[config.mk]
export PLATFORM = sky130hd
export DESIGN_NAME = coord_frame_parser
export DESIGN_NICKNAME = d
export VERILOG_FILES = /design/src/rtl/coord_pkg.sv /design/src/rtl/coord_timeout_cnt.sv /design/src/rtl/coord_frame_parser.sv
export SDC_FILE = /design/constraint.sdc
export NUM_CORES = 1
export LEC_CHECK = 0
export ABC_AREA = 1
export BUFFER_PORTS_ARGS = -buffer_cell sky130_fd_sc_hd__buf_2
export CORE_UTILIZATION = 51
export CTS_CLUSTER_DIAMETER = 150
export CTS_CLUSTER_SIZE = 40
export DETAILED_ROUTE_END_ITERATION = 16
export GPL_TIMING_DRIVEN = 0
export PLACE_DENSITY = 0.75
export SLEW_MARGIN = 20
export SYNTH_ARGS = -nofsm -noshare
export SYNTH_HDL_FRONTEND = slang
export SYNTH_SLANG_ARGS = --single-unit
[constraint.sdc]
create_clock -name clk -period 1.7 [get_ports clk]
set_input_delay 0.17 -clock clk [delete_from_list [all_inputs] [get_ports clk]]
set_output_delay 0.17 -clock clk [all_outputs]
set_load 0.05 [all_outputs]
[src/rtl/coord_pkg.sv]
// Shared types and constants for the coordinate frame parser.
// Latency: n/a (declarations only).
// Backpressure: n/a (declarations only).
package coord_pkg;

    typedef enum logic [1:0] {
        ST_IDLE    = 2'd0,
        ST_HDR     = 2'd1,
        ST_PAYLOAD = 2'd2,
        ST_CHECK   = 2'd3
    } state_t;

    localparam logic [7:0] HDR0_DEF      = 8'hAA;
    localparam logic [7:0] HDR1_DEF      = 8'h55;
    localparam int         PAYLOAD_BYTES = 12;
    localparam int         Q_FRAC_BITS   = 16;

    // Integer part (whole centimetres) of an unsigned Q16.16 coordinate.
    function automatic logic [15:0] q_int_part(input logic [31:0] v);
        return v[31:Q_FRAC_BITS];
    endfunction

endpackage

[src/rtl/coord_timeout_cnt.sv]
// Inter-byte silence counter: clears on activity, counts while enabled, pulses on limit.
// Latency: expire is combinational from the current count; the count wraps to 0 on expiry.
// Backpressure: none; clr takes priority over expiry so a byte on the limit cycle wins.
module coord_timeout_cnt #(
    parameter int unsigned LIMIT = 50_000
) (
    input  logic clk,
    input  logic rst_n,
    input  logic clr,
    input  logic en,
    output logic expire
);

    localparam int unsigned     W    = (LIMIT > 2) ? $clog2(LIMIT) : 1;
    localparam logic [W-1:0]    LAST = W'(LIMIT - 1);

    logic [W-1:0] cnt_q;
    logic [W-1:0] cnt_d;

    // Next count: activity clears, otherwise count up and wrap with a pulse at the limit.
    always_comb begin
        cnt_d  = cnt_q;
        expire = 1'b0;
        if (clr) begin
            cnt_d = '0;
        end else if (en) begin
            if (cnt_q == LAST) begin
                cnt_d  = '0;
                expire = 1'b1;
            end else begin
                cnt_d = cnt_q + 1'b1;
            end
        end
    end

    // Count register with synchronous reset.
    always_ff @(posedge clk) begin
        if (!rst_n) begin
            cnt_q <= '0;
        end else begin
            cnt_q <= cnt_d;
        end
    end

endmodule

[src/rtl/coord_frame_parser.sv]
// Parses AA 55 + 12-byte x/y/z payload + additive checksum from a UART byte stream.
// Latency: x/y/z/valid/frame_cnt update on the edge after the checksum byte; err is a 1-cycle pulse.
// Backpressure: none; every rx_valid byte is consumed, valid is sticky until clr.
module coord_frame_parser
    import coord_pkg::*;
#(
    parameter int unsigned TIMEOUT_CYCLES = 50_000,
    parameter logic [7:0]  HDR0           = HDR0_DEF,
    parameter logic [7:0]  HDR1           = HDR1_DEF
) (
    input  logic        clk,
    input  logic        rst_n,
    input  logic [7:0]  rx_data,
    input  logic        rx_valid,
    input  logic        clr,
    output logic [31:0] x,
    output logic [31:0] y,
    output logic [31:0] z,
    output logic        valid,
    output logic        err,
    output logic [7:0]  frame_cnt
);

    localparam logic [3:0] LAST_IDX = 4'(PAYLOAD_BYTES - 1);

    state_t       state_q,     state_d;
    logic [3:0]   idx_q,       idx_d;
    logic [7:0]   sum_q,       sum_d;
    logic [95:0]  stage_q,     stage_d;
    logic [31:0]  x_q,         x_d;
    logic [31:0]  y_q,         y_d;
    logic [31:0]  z_q,         z_d;
    logic         valid_q,     valid_d;
    logic         err_q,       err_d;
    logic [7:0]   frame_cnt_q, frame_cnt_d;
    logic         tmo_expire;

    // Silence timer runs only mid-frame; any received byte restarts it.
    coord_timeout_cnt #(
        .LIMIT (TIMEOUT_CYCLES)
    ) u_timeout (
        .clk    (clk),
        .rst_n  (rst_n),
        .clr    (rx_valid),
        .en     (state_q != ST_IDLE),
        .expire (tmo_expire)
    );

    // Frame FSM and output update; a completing good frame overrides a same-cycle clr.
    always_comb begin
        state_d     = state_q;
        idx_d       = idx_q;
        sum_d       = sum_q;
        stage_d     = stage_q;
        x_d         = x_q;
        y_d         = y_q;
        z_d         = z_q;
        valid_d     = valid_q;
        err_d       = 1'b0;
        frame_cnt_d = frame_cnt_q;

        if (clr) begin
            valid_d = 1'b0;
        end

        if (rx_valid) begin
            case (state_q)
                ST_IDLE: begin
                    if (rx_data == HDR0) begin
                        state_d = ST_HDR;
                    end
                end
                ST_HDR: begin
                    if (rx_data == HDR1) begin
                        state_d = ST_PAYLOAD;
                        idx_d   = '0;
                        sum_d   = '0;
                    end else if (rx_data != HDR0) begin
                        state_d = ST_IDLE;
                    end
                end
                ST_PAYLOAD: begin
                    stage_d = {stage_q[87:0], rx_data};
                    sum_d   = sum_q + rx_data;
                    idx_d   = idx_q + 1'b1;
                    if (idx_q == LAST_IDX) begin
                        state_d = ST_CHECK;
                    end
                end
                ST_CHECK: begin
                    state_d = ST_IDLE;
                    if (rx_data == sum_q) begin
                        x_d         = stage_q[95:64];
                        y_d         = stage_q[63:32];
                        z_d         = stage_q[31:0];
                        valid_d     = 1'b1;
                        frame_cnt_d = frame_cnt_q + 1'b1;
                    end else begin
                        err_d = 1'b1;
                    end
                end
                default: begin
                    state_d = ST_IDLE;
                end
            endcase
        end else if (tmo_expire) begin
            // Stalled sender: drop the partial frame and flag it.
            state_d = ST_IDLE;
            idx_d   = '0;
            sum_d   = '0;
            err_d   = 1'b1;
        end
    end

    // State and output registers with synchronous active-low reset.
    always_ff @(posedge clk) begin
        if (!rst_n) begin
            state_q     <= ST_IDLE;
            idx_q       <= '0;
            sum_q       <= '0;
            stage_q     <= '0;
            x_q         <= '0;
            y_q         <= '0;
            z_q         <= '0;
            valid_q     <= 1'b0;
            err_q       <= 1'b0;
            frame_cnt_q <= '0;
        end else begin
            state_q     <= state_d;
            idx_q       <= idx_d;
            sum_q       <= sum_d;
            stage_q     <= stage_d;
            x_q         <= x_d;
            y_q         <= y_d;
            z_q         <= z_d;
            valid_q     <= valid_d;
            err_q       <= err_d;
            frame_cnt_q <= frame_cnt_d;
        end
    end

    assign x         = x_q;
    assign y         = y_q;
    assign z         = z_q;
    assign valid     = valid_q;
    assign err       = err_q;
    assign frame_cnt = frame_cnt_q;

endmodule
==> impl_metrics.py, run 1 <==
metrics = {
    "die": {
        "core_area_sq_um": 16700,
        "die_x_um": 133,
        "die_area_sq_um": 17700,
        "rows": 47,
        "start_util": 0.525,
        "fp.dieH_um": 133,
        "boundaryPins": 118,
    },
    "grt": {
        "grt_first_pass_wirelength_mm": 35.5,
        "top_usage_layer": "met2",
        "grtUsageMet1": 0.337,
        "grt-ovfl-total": 0,
        "grt_use_total": 0.245,
        "antenna_found_initial": 0,
        "met3_usage": 0.0272,
        "groute.layer.met2.usage": 0.411,
        "grt_max_degree": 41,
        "grt_pass1_vias": 7169,
    },
    "drt": {
        "drt-pass1-iter-count": 5,
        "drt_wl_total_mm": 22.5,
        "viasPerCell": 5.36,
        "avgRoutedWirePerCell_um": 15.4,
        "antenna_left": 0,
        "drtIter0Drc": 494,
        "vias": 7835,
        "drc": 0,
    },
    "placement": {
        "gp_congestion": 0.873,
        "port_buffers": 117,
        "place_ws_ns": -0.508,
        "dpl-instance-area_sq_um": 9620,
        "dp.cells": 1423,
        "place_hpwl_mm": 15.0,
    },
    "timing": {
        "rsz0062_at_grt": "true",
        "finalCritPeriodShare": 1.13,
        "timing.final.ws_setup_ns": -0.216,
        "fmax_ghz": 0.522,
        "tightestPinTransition_ns": 0.802,
        "layout_min_cycle_time_ns": 1.92,
        "hold_viol": 0,
        "finalSetupTns_ns": -12.55,
        "maxSlewViolCount": 0,
        "finalSetupViolations": 111,
        "slew_headroom": 0.466,
        "hold_ws_ns": 0.0347,
        "finClkSkew_ns": 0.0212,
    },
    "status": {
        "violations": "negative setup slack",
        "status": "finished, violations left",
    },
    "critical_path": {
        "crit-reg2reg-launch": "sum_q[5]",
        "r2r-end": "x[24]",
        "max_stage_delay_ns": 0.36,
        "cp_slowest_cell": "dfxtp_2",
        "critPathMaxFanout": 8,
        "path_class": "reg -> reg",
        "worst-endpoint-arrival_ns": 2.34,
        "reg2reg_depth": 11,
        "r2r_slack_ns": -0.22,
        "endpoint_kind": "flip-flop",
        "start_kind": "flip-flop",
        "worstPathCellList": "ha_4, nor2_1, nand3_1, nor2_2, nand2_2, nor2_4, buf_6, buf_12, clkbuf_16, o21ai_1, a21oi_1",
        "required_ns": 2.12,
    },
    "synthesis": {
        "syn_nets": 1109,
        "ys_seq_elements": 232,
        "synthTopCellsByArea": "dfxtp_1 (53%), a21oi_1 (13%), o21ai_0 (11%)",
        "synth_edf_count": 0,
        "ys_types": 31,
        "syn_area_sq_um": 8760,
        "synth_top_area_share": 0.530,
        "seq_area_frac_synth": 0.530,
        "yosysWarnings": 0,
        "synth_area_leader_cell": "dfxtp_1",
        "avgSynthCellArea_sq_um": 8.07,
        "synthCells": 1086,
        "yosys_most_used_dff": "dfxtp_1",
        "async_reset_ff_frac": 0,
    },
    "power": {
        "power_mw": 8.97,
        "vdd_ir_drop_max_mv": 0.668,
        "power_density_nw_per_um2": 826,
        "total_leakage_power_nw": 4.39,
    },
    "clock_tree": {
        "cts-htree-levels": 1,
        "cts_buffers": 9,
        "clk-insertion-delay-late_ns": 0.48,
        "clock-sinks": 232,
        "cts.path.max_buffers": 3,
        "root_buffer": "clkbuf_16",
        "cts_tree": "built",
        "path_clk_slew_ns": 0.15,
    },
    "min_path": {
        "hp-start": "rx_valid",
        "hp-class": "in -> reg",
        "hold_depth": 3,
        "min_to": "idx_q[3]",
    },
    "layout": {
        "syn_to_final_growth_pct": 24.0,
        "final_common_cell": "dfxtp_1",
        "finish.utilization": 0.651,
        "antenna_cells": 0,
        "final_layout_size_suffix_gt1_frac": 0.241,
        "nets": 1265,
        "final_cell_mix": "dfxtp_1 (222), a21oi_1 (193), inv_1 (129), buf_2 (128), o21ai_0 (106)",
        "fin_area_sq_um": 10900,
        "fin_cells": 1461,
    },
    "job": {
        "cap_violations": 0,
    },
}
-- where the power goes --
group	internal [mW]	switching [mW]	total (mW)
Combinational	0.230	0.481	0.711
Clock	0.980	1.61	2.59
Sequential	5.58	0.0794	5.66
-- synth_stat cells, types with 2 or more instances --
cell type  count
inv_1        133
nand2_1       72
or2_2          2
ha_1          10
xor2_1         9
nor3_1        11
xnor2_1        4
a21oi_1      223
buf_2         29
nor2_1        55
nand3b_1       2
dfxtp_1      232
buf_4          2
clkbuf_1      33
buf_6          3
o21ai_0      185
inv_2          5
nand4_1       11
o21ai_1       12
nand3_1       42
-- kinds of logic after synthesis --
| kind of cell | count (synthesis) | synth area share |
|---|---|---|
| AO/OA/AOI/OAI | 424 | 0.244 |
| XOR/XNOR | 13 | 0.0130 |
| adder cells (fa/ha/maj) | 11 | 0.0166 |
| buffers and inverters | 206 | 0.0958 |
| flip-flops | 232 | 0.530 |
| AND/OR/NAND/NOR | 200 | 0.101 |
-- what timing repair did --
| action | CTS | global route |
|---|---|---|
| hold endpoints to repair | 1 | 0 |
| cloned | 9 | 2 |
| setup endpoints to repair | 199 | 201 |
| pin swaps | 17 | 15 |
| hold buffers | 1 | 0 |
| resized for setup | 190 | 70 |
| setup buffers | 15 | 5 |
-- sequential cells by signal, summed over array words and instances (netlist names) --
| signal | flops |
|---|---|
| stage_q | 96 |
| x | 32 |
| y | 32 |
| z | 32 |
| u_timeout.cnt_q | 16 |
| frame_cnt | 8 |
| sum_q | 8 |
| idx_q | 4 |
| state_q | 2 |
| err | 1 |
| valid | 1 |
-- layout make-up --
class | instances | area (sq um)
Buffer | 65 | 475
Clock buffer | 9 | 225
Clock inverter | 1 | 8.76
Fill cell | 1437 | 5840
Inverter | 139 | 527
Multi-Input combinational cell | 648 | 3650
Sequential cell | 232 | 4660
Tap cell | 220 | 275
Timing Repair Buffer | 147 | 1040
-- worst max-delay path, delay by kind of cell (launching register included) --
kind	cells	cell delay (ns)
and+or+nand+nor	5	0.56
DFF	1	0.36
AOI/OAI and AO/OA	2	0.22
buffers and inverters	3	0.45
adders and majority gates	1	0.24
-- routing by layer --
metal | vias up | share of wire
met2 | 186 | 0.48
met3 | 27 | 0.047
met4 | 0 | 0.020
met5 | - | 0
li1 | 3934 | -
met1 | 3688 | 0.45
-- worst max path at each step --
stage,startpoint,end,depth (start not counted),slack [ns]
after floorplan,sum_q[2],x[21],9,0.05
after global placement,rx_data[3],x[25],10,-0.48
after detailed placement,rx_data[3],y[14],10,-0.51
after CTS,sum_q[3],x[29],11,-0.18
after global routing,sum_q[5],x[24],11,-0.30
final,sum_q[5],x[24],11,-0.22
Power figures use the tool's default switching activity.
==> run 2, diff against run 1 <==
--- a/config.mk
+++ b/config.mk
@@ -7,6 +7,7 @@
 export LEC_CHECK = 0
 export ABC_AREA = 1
 export BUFFER_PORTS_ARGS = -buffer_cell sky130_fd_sc_hd__buf_2
+export CORE_ASPECT_RATIO = 1.2
 export CORE_UTILIZATION = 51
 export CTS_CLUSTER_DIAMETER = 150
 export CTS_CLUSTER_SIZE = 40
==> constraint.sdc (replaced) <==
create_clock -name clk -period 1.7 [get_ports clk]
set_input_delay 0.17 -clock clk [delete_from_list [all_inputs] [get_ports clk]]
set_output_delay 0.17 -clock clk [all_outputs]
set_load 0.01 [all_outputs]
==> impl_metrics.py, run 2 (same netlist as run 1, synthesis figures left out) <==
metrics = {
    "status": {
        "status": "finished, violations left",
        "violations": "design-rule violations, negative setup slack",
    },
    "drt": {
        "drt-pass1-iter-count": 11,
        "avgRoutedWirePerCell_um": 15.5,
        "drc": 1,
        "vias": 7771,
        "drt_wl_total_mm": 22.5,
        "drtIter0Drc": 616,
        "viasPerCell": 5.36,
        "antenna_left": 0,
    },
    "clock_tree": {
        "cts_tree": "built",
        "cts_buffers": 9,
        "cts-htree-levels": 1,
        "cts.path.max_buffers": 3,
        "root_buffer": "clkbuf_16",
        "clock-sinks": 232,
        "clk-insertion-delay-late_ns": 0.48,
        "path_clk_slew_ns": 0.14,
    },
    "die": {
        "fp.dieH_um": 146,
        "die_x_um": 122,
        "start_util": 0.520,
        "die_area_sq_um": 17700,
        "rows": 52,
        "core_area_sq_um": 16900,
        "boundaryPins": 118,
    },
    "critical_path": {
        "endpoint_kind": "flip-flop",
        "path_class": "reg -> reg",
        "r2r_slack_ns": -0.11,
        "start_kind": "flip-flop",
        "critPathMaxFanout": 6,
        "required_ns": 2.10,
        "worst-endpoint-arrival_ns": 2.22,
    },
    "timing": {
        "maxSlewViolCount": 0,
        "finClkSkew_ns": 0.0221,
        "tightestPinTransition_ns": 0.757,
        "slew_headroom": 0.495,
        "rsz0062_at_grt": "true",
        "finalSetupTns_ns": -4.72,
        "finalCritPeriodShare": 1.07,
        "finalSetupViolations": 100,
        "timing.final.ws_setup_ns": -0.114,
        "hold_viol": 0,
        "layout_min_cycle_time_ns": 1.81,
        "fmax_ghz": 0.551,
    },
    "power": {
        "vdd_ir_drop_max_mv": 0.668,
        "power_density_nw_per_um2": 848,
        "total_leakage_power_nw": 4.30,
    },
    "layout": {
        "regMostFlops": "stage_q",
        "finish.utilization": 0.627,
        "regArea_sq_um": 4660,
        "final_common_cell": "dfxtp_1",
        "final_cell_mix": "dfxtp_1 (221), a21oi_1 (211), buf_2 (131), inv_1 (129), o21ai_0 (100)",
        "antenna_cells": 0,
        "multi_input_area_sq_um": 3540,
        "nets": 1259,
        "final_layout_size_suffix_gt1_frac": 0.219,
        "syn_to_final_growth_pct": 20.5,
        "largest_reg_flops": 96,
        "fin_cells": 1451,
        "n_fill_cell": 1517,
    },
    "placement": {
        "gp_congestion": 0.892,
        "port_buffers": 117,
        "place_hpwl_mm": 15.5,
        "dp.cells": 1419,
    },
    "grt": {
        "grt_pass1_vias": 7460,
        "grt_use_total": 0.253,
        "grt-ovfl-total": 0,
        "grt_max_degree": 41,
        "antenna_found_initial": 0,
        "grt_first_pass_wirelength_mm": 36.2,
    },
    "min_path": {
        "hp-class": "in -> reg",
    },
    "job": {
        "cap_violations": 0,
    },
}
==> run 2: cell count changes in the layout (fill, tap and decap cells not counted), moves of 4 or more <==
cell     before  now
o21ai_0     106  100
a21oi_1     193  211
buf_6        10   15
buf_8        15    9
a21oi_2      30   12
o21ai_2      29   25
o21ai_1      61   73
==> run 2: layer usage <==
layer	share of wire	track usage	vias up	wire, um
met3	0.037	0.0274	33	823
met1	0.44	0.325	3647	9920
met2	0.50	0.442	184	11300
met5	0	0	-	0
met4	0.019	0.0753	0	418
li1	-	-	3907	-
==> run 2: final cells by class <==
class / count / share of cell area
Buffer: 66 / 0.0418
Tap cell: 216 / 0.0256
Multi-Input combinational cell: 648 / 0.335
Inverter: 139 / 0.0501
Timing Repair Buffer: 140 / 0.0841
Clock inverter: 1 / 0.000829
Sequential cell: 232 / 0.441
Clock buffer: 9 / 0.0213
==> run 2: metrics by stage <==
stage                     power [mW]  setup WS [ns]  hold slack [ns]  instance area (sq um)
after detailed placement        6.41         -0.527            0.438                   9620
after floorplan                 6.20         0.0479            0.333                   8760
after CTS                       8.96         -0.206           0.0199                  10400
after global routing            9.31         -0.196           0.0231                  10600
final                           8.95         -0.114           0.0165                  10600
after global placement          6.39         -0.533            0.431                   9620
==> run 2: worst max-delay path, cell delays in order (launching register included) <==
cell and delay [ns]:
dfxtp_2 0.36, ha_4 0.23, nor2_1 0.09, nand3_1 0.07, nor2_1 0.13, nand2_2 0.09
nor2_4 0.11, buf_12 0.13, buf_8 0.16, buf_8 0.13, o21ai_1 0.06, a21oi_1 0.16
==> run 2: power by group <==
| part | switching, mW | leakage, nW | internal [mW] |
|---|---|---|---|
| Clock | 1.59 | 0.115 | 0.980 |
| Combinational | 0.480 | 2.31 | 0.237 |
| Sequential | 0.0831 | 1.88 | 5.59 |
==> run 2: worst paths after layout <==
kind | from | end | depth (start not counted)
hold reg to reg | stage_q[94] | x[30] | 2
hold / removal | rst_n | u_timeout.cnt_q[4] | 3
setup reg to reg | sum_q[5] | x[21] | 11
setup / recovery | sum_q[5] | x[21] | 11
==> run 2: what timing repair did <==
item | 4_1_cts | 5_1_grt
endpoints found under the hold margin | 1 | 0
gates cloned | 4 | 5
setup buffers | 11 | 4
hold buffers | 1 | 0
endpoints found under the setup margin | 205 | 197
resized for setup | 120 | 117
pin swaps | 11 | 4
==> run 3, diff against run 2 <==
--- a/config.mk
+++ b/config.mk
@@ -5,15 +5,16 @@
 export SDC_FILE = /design/constraint.sdc
 export NUM_CORES = 1
 export LEC_CHECK = 0
-export ABC_AREA = 1
+export ABC_AREA = 0
 export BUFFER_PORTS_ARGS = -buffer_cell sky130_fd_sc_hd__buf_2
 export CORE_ASPECT_RATIO = 1.2
-export CORE_UTILIZATION = 51
+export CORE_UTILIZATION = 53
+export CTS_BUF_LIST = sky130_fd_sc_hd__clkbuf_4 sky130_fd_sc_hd__clkbuf_8
 export CTS_CLUSTER_DIAMETER = 150
 export CTS_CLUSTER_SIZE = 40
 export DETAILED_ROUTE_END_ITERATION = 16
 export GPL_TIMING_DRIVEN = 0
-export PLACE_DENSITY = 0.75
+export PLACE_DENSITY = 0.84
 export SLEW_MARGIN = 20
 export SYNTH_ARGS = -nofsm -noshare
 export SYNTH_HDL_FRONTEND = slang
==> impl_metrics.py, run 3 <==
metrics = {
    "grt": {
        "grt_pass1_vias": 7563,
        "grt_first_pass_wirelength_mm": 36.4,
        "grt-ovfl-total": 0,
        "antenna_found_initial": 0,
        "grt_use_total": 0.265,
        "grt_max_degree": 41,
    },
    "clock_tree": {
        "clk-insertion-delay-late_ns": 0.53,
        "cts.path.max_buffers": 3,
        "root_buffer": "clkbuf_8",
        "path_clk_slew_ns": 0.22,
        "cts-htree-levels": 1,
        "cts_tree": "built",
        "clock-sinks": 232,
        "cts_buffers": 9,
    },
    "critical_path": {
        "crit_buf_inv": 2,
        "start_kind": "flip-flop",
        "worstPathCellList": "ha_4, or4_4, or4_4, buf_12, clkbuf_16, nand2_2, a21oi_1",
        "crit_cells": 7,
        "worst-endpoint-arrival_ns": 2.77,
        "max_stage_delay_ns": 0.59,
        "reg2reg_depth": 7,
        "cp-startpoint": "sum_q[1]",
        "required_ns": 2.10,
        "r2r-end": "y[5]",
        "cp_slowest_cell": "or4_4",
        "path_class": "reg -> reg",
        "endpoint_kind": "flip-flop",
        "crit_path_end": "y[5]",
        "critPathMaxFanout": 6,
        "crit_top_cell": "or4_4",
        "r2r_slack_ns": -0.67,
        "crit-reg2reg-launch": "sum_q[1]",
        "critPathTopFamily": "simple AND/OR/NAND/NOR gates",
    },
    "synthesis": {
        "synthTopCellsByArea": "dfxtp_1 (54%), nand2_1 (18%), a21oi_1 (12%)",
        "syn_nets": 1083,
        "seq_area_frac_synth": 0.541,
        "avgSynthCellArea_sq_um": 8.10,
        "synthCells": 1060,
        "synth_common_cells": "nand2_1 (402), dfxtp_1 (232), a21oi_1 (206)",
        "yosys_most_used_dff": "dfxtp_1",
        "yosysMostFrequentCell": "nand2_1",
        "syn_area_sq_um": 8590,
        "synth_top_area_share": 0.541,
        "ys_types": 50,
        "yosysWarnings": 0,
        "synth_edf_count": 0,
        "ys_seq_elements": 232,
        "synth_area_leader_cell": "dfxtp_1",
        "async_reset_ff_frac": 0,
    },
    "layout": {
        "nets": 1259,
        "syn_to_final_growth_pct": 35.4,
        "regMostFlops": "stage_q",
        "largest_reg_flops": 96,
        "final_common_cell": "nand2_1",
        "finish.utilization": 0.740,
        "n_fill_cell": 1054,
        "regArea_sq_um": 4660,
        "fin_area_sq_um": 11600,
        "multi_input_area_sq_um": 4700,
        "final_cell_mix": "nand2_1 (297), dfxtp_1 (218), a21oi_1 (132), buf_2 (118), a21oi_2 (74)",
        "antenna_cells": 0,
        "final_layout_size_suffix_gt1_frac": 0.356,
    },
    "status": {
        "violations": "negative setup slack",
        "status": "finished, violations left",
    },
    "timing": {
        "finClkSkew_ns": 0.0253,
        "slew_headroom": 0.418,
        "fmax_ghz": 0.422,
        "timing.final.ws_setup_ns": -0.668,
        "finalSetupViolations": 136,
        "layout_min_cycle_time_ns": 2.37,
        "rsz0062_at_grt": "true",
        "finalCritPeriodShare": 1.39,
        "tightestPinTransition_ns": 0.873,
        "maxSlewViolCount": 0,
        "hold_viol": 0,
    },
    "placement": {
        "gp_congestion": 0.848,
        "port_buffers": 117,
        "place_hpwl_mm": 14.6,
        "dpl-instance-area_sq_um": 9580,
    },
    "drt": {
        "drt-pass1-iter-count": 5,
        "avgRoutedWirePerCell_um": 17.4,
        "antenna_left": 0,
        "drtIter0Drc": 595,
        "viasPerCell": 5.69,
        "vias": 8208,
        "drc": 0,
        "drt_wl_total_mm": 25.1,
    },
    "die": {
        "rows": 50,
        "fp.dieH_um": 141,
        "start_util": 0.547,
        "core_area_sq_um": 15700,
        "die_x_um": 118,
        "die_area_sq_um": 16700,
        "boundaryPins": 118,
    },
    "power": {
        "total_leakage_power_nw": 4.26,
        "power_density_nw_per_um2": 671,
        "vdd_ir_drop_max_mv": 0.544,
    },
    "job": {
        "cap_violations": 0,
    },
    "min_path": {
        "hold_depth": 4,
        "hp-class": "in -> reg",
    },
}
run 3: final cells by class:
class	count	share of cell area
inverters	2	0.000646
clock buffers	9	0.0107
flip-flops and latches	232	0.401
well taps	208	0.0224
clock inverters	1	0.000753
multi-input cells	755	0.405
plain buffers	69	0.0481
repair buffers	167	0.112
run 3: report_power, final:
| part | total, mW | internal (mW) | switching, mW |
|---|---|---|---|
| Sequential | 5.45 | 5.45 | 0.000110 |
| Combinational | 0.283 | 0.0910 | 0.192 |
| Clock | 2.07 | 0.501 | 1.57 |
| Total | 7.80 | 6.04 | 1.76 |
run 3: how the worst min path moves through the flow:
stage | from | slack, ns | endpoint
after floorplan | rx_data[0] | 0.31 | stage_q[0]
after global placement | x[0] | 0.44 | x[0]
after detailed placement | z[2] | 0.44 | z[2]
after global routing | rx_valid | 0.08 | state_q[0]
final | rx_valid | 0.06 | state_q[0]
after CTS | rx_valid | 0.04 | state_q[0]
run 3: timing repair:
item	4_1_cts	5_1_grt
pin swaps	98	70
hold buffers	10	0
cloned	8	9
buffers inserted	22	2
gates resized for setup	175	208
endpoints found under the hold margin	10	0
endpoints found under the setup margin	226	232
run 3: logic make-up after synthesis:
| family | share of synthesized area |
|---|---|
| simple gates | 0.229 |
| compound gates | 0.150 |
| flops | 0.541 |
| buf+inv | 0.0369 |
| xor+xnor | 0.0245 |
| fa+ha+maj | 0.0169 |
| mux | 0.00248 |
run 3: worst register-to-register path, delay by kind of cell (launching register included):
kind            cells  cell delay (ns)
compound gates      1             0.06
fa+ha+maj           1             0.22
buf+inv             2             0.37
flops               1             0.40
simple gates        3             1.20
run 3: stage by stage:
stage          worst slack, ns  TNS [ns]  hold WS [ns]  std cells  total power [mW]
3_3_place_gp            -0.654   -105.04         0.441       1385              5.75
4_1_cts                 -0.630    -71.43        0.0414       1434              7.76
5_1_grt                 -0.707    -79.38        0.0826       1443              7.98
3_5_place_dp            -0.741   -113.00         0.440       1385              5.75
6_report                -0.668    -74.52        0.0629       1443              7.80
2_1_floorplan           -0.485    -47.42         0.306       1060              5.67
run 3: layer usage:
layer | global-route usage | routed length (um)
met5 | 0 | 0
met4 | 0.0776 | 818
met3 | 0.0261 | 1220
met2 | 0.495 | 13100
met1 | 0.322 | 9940
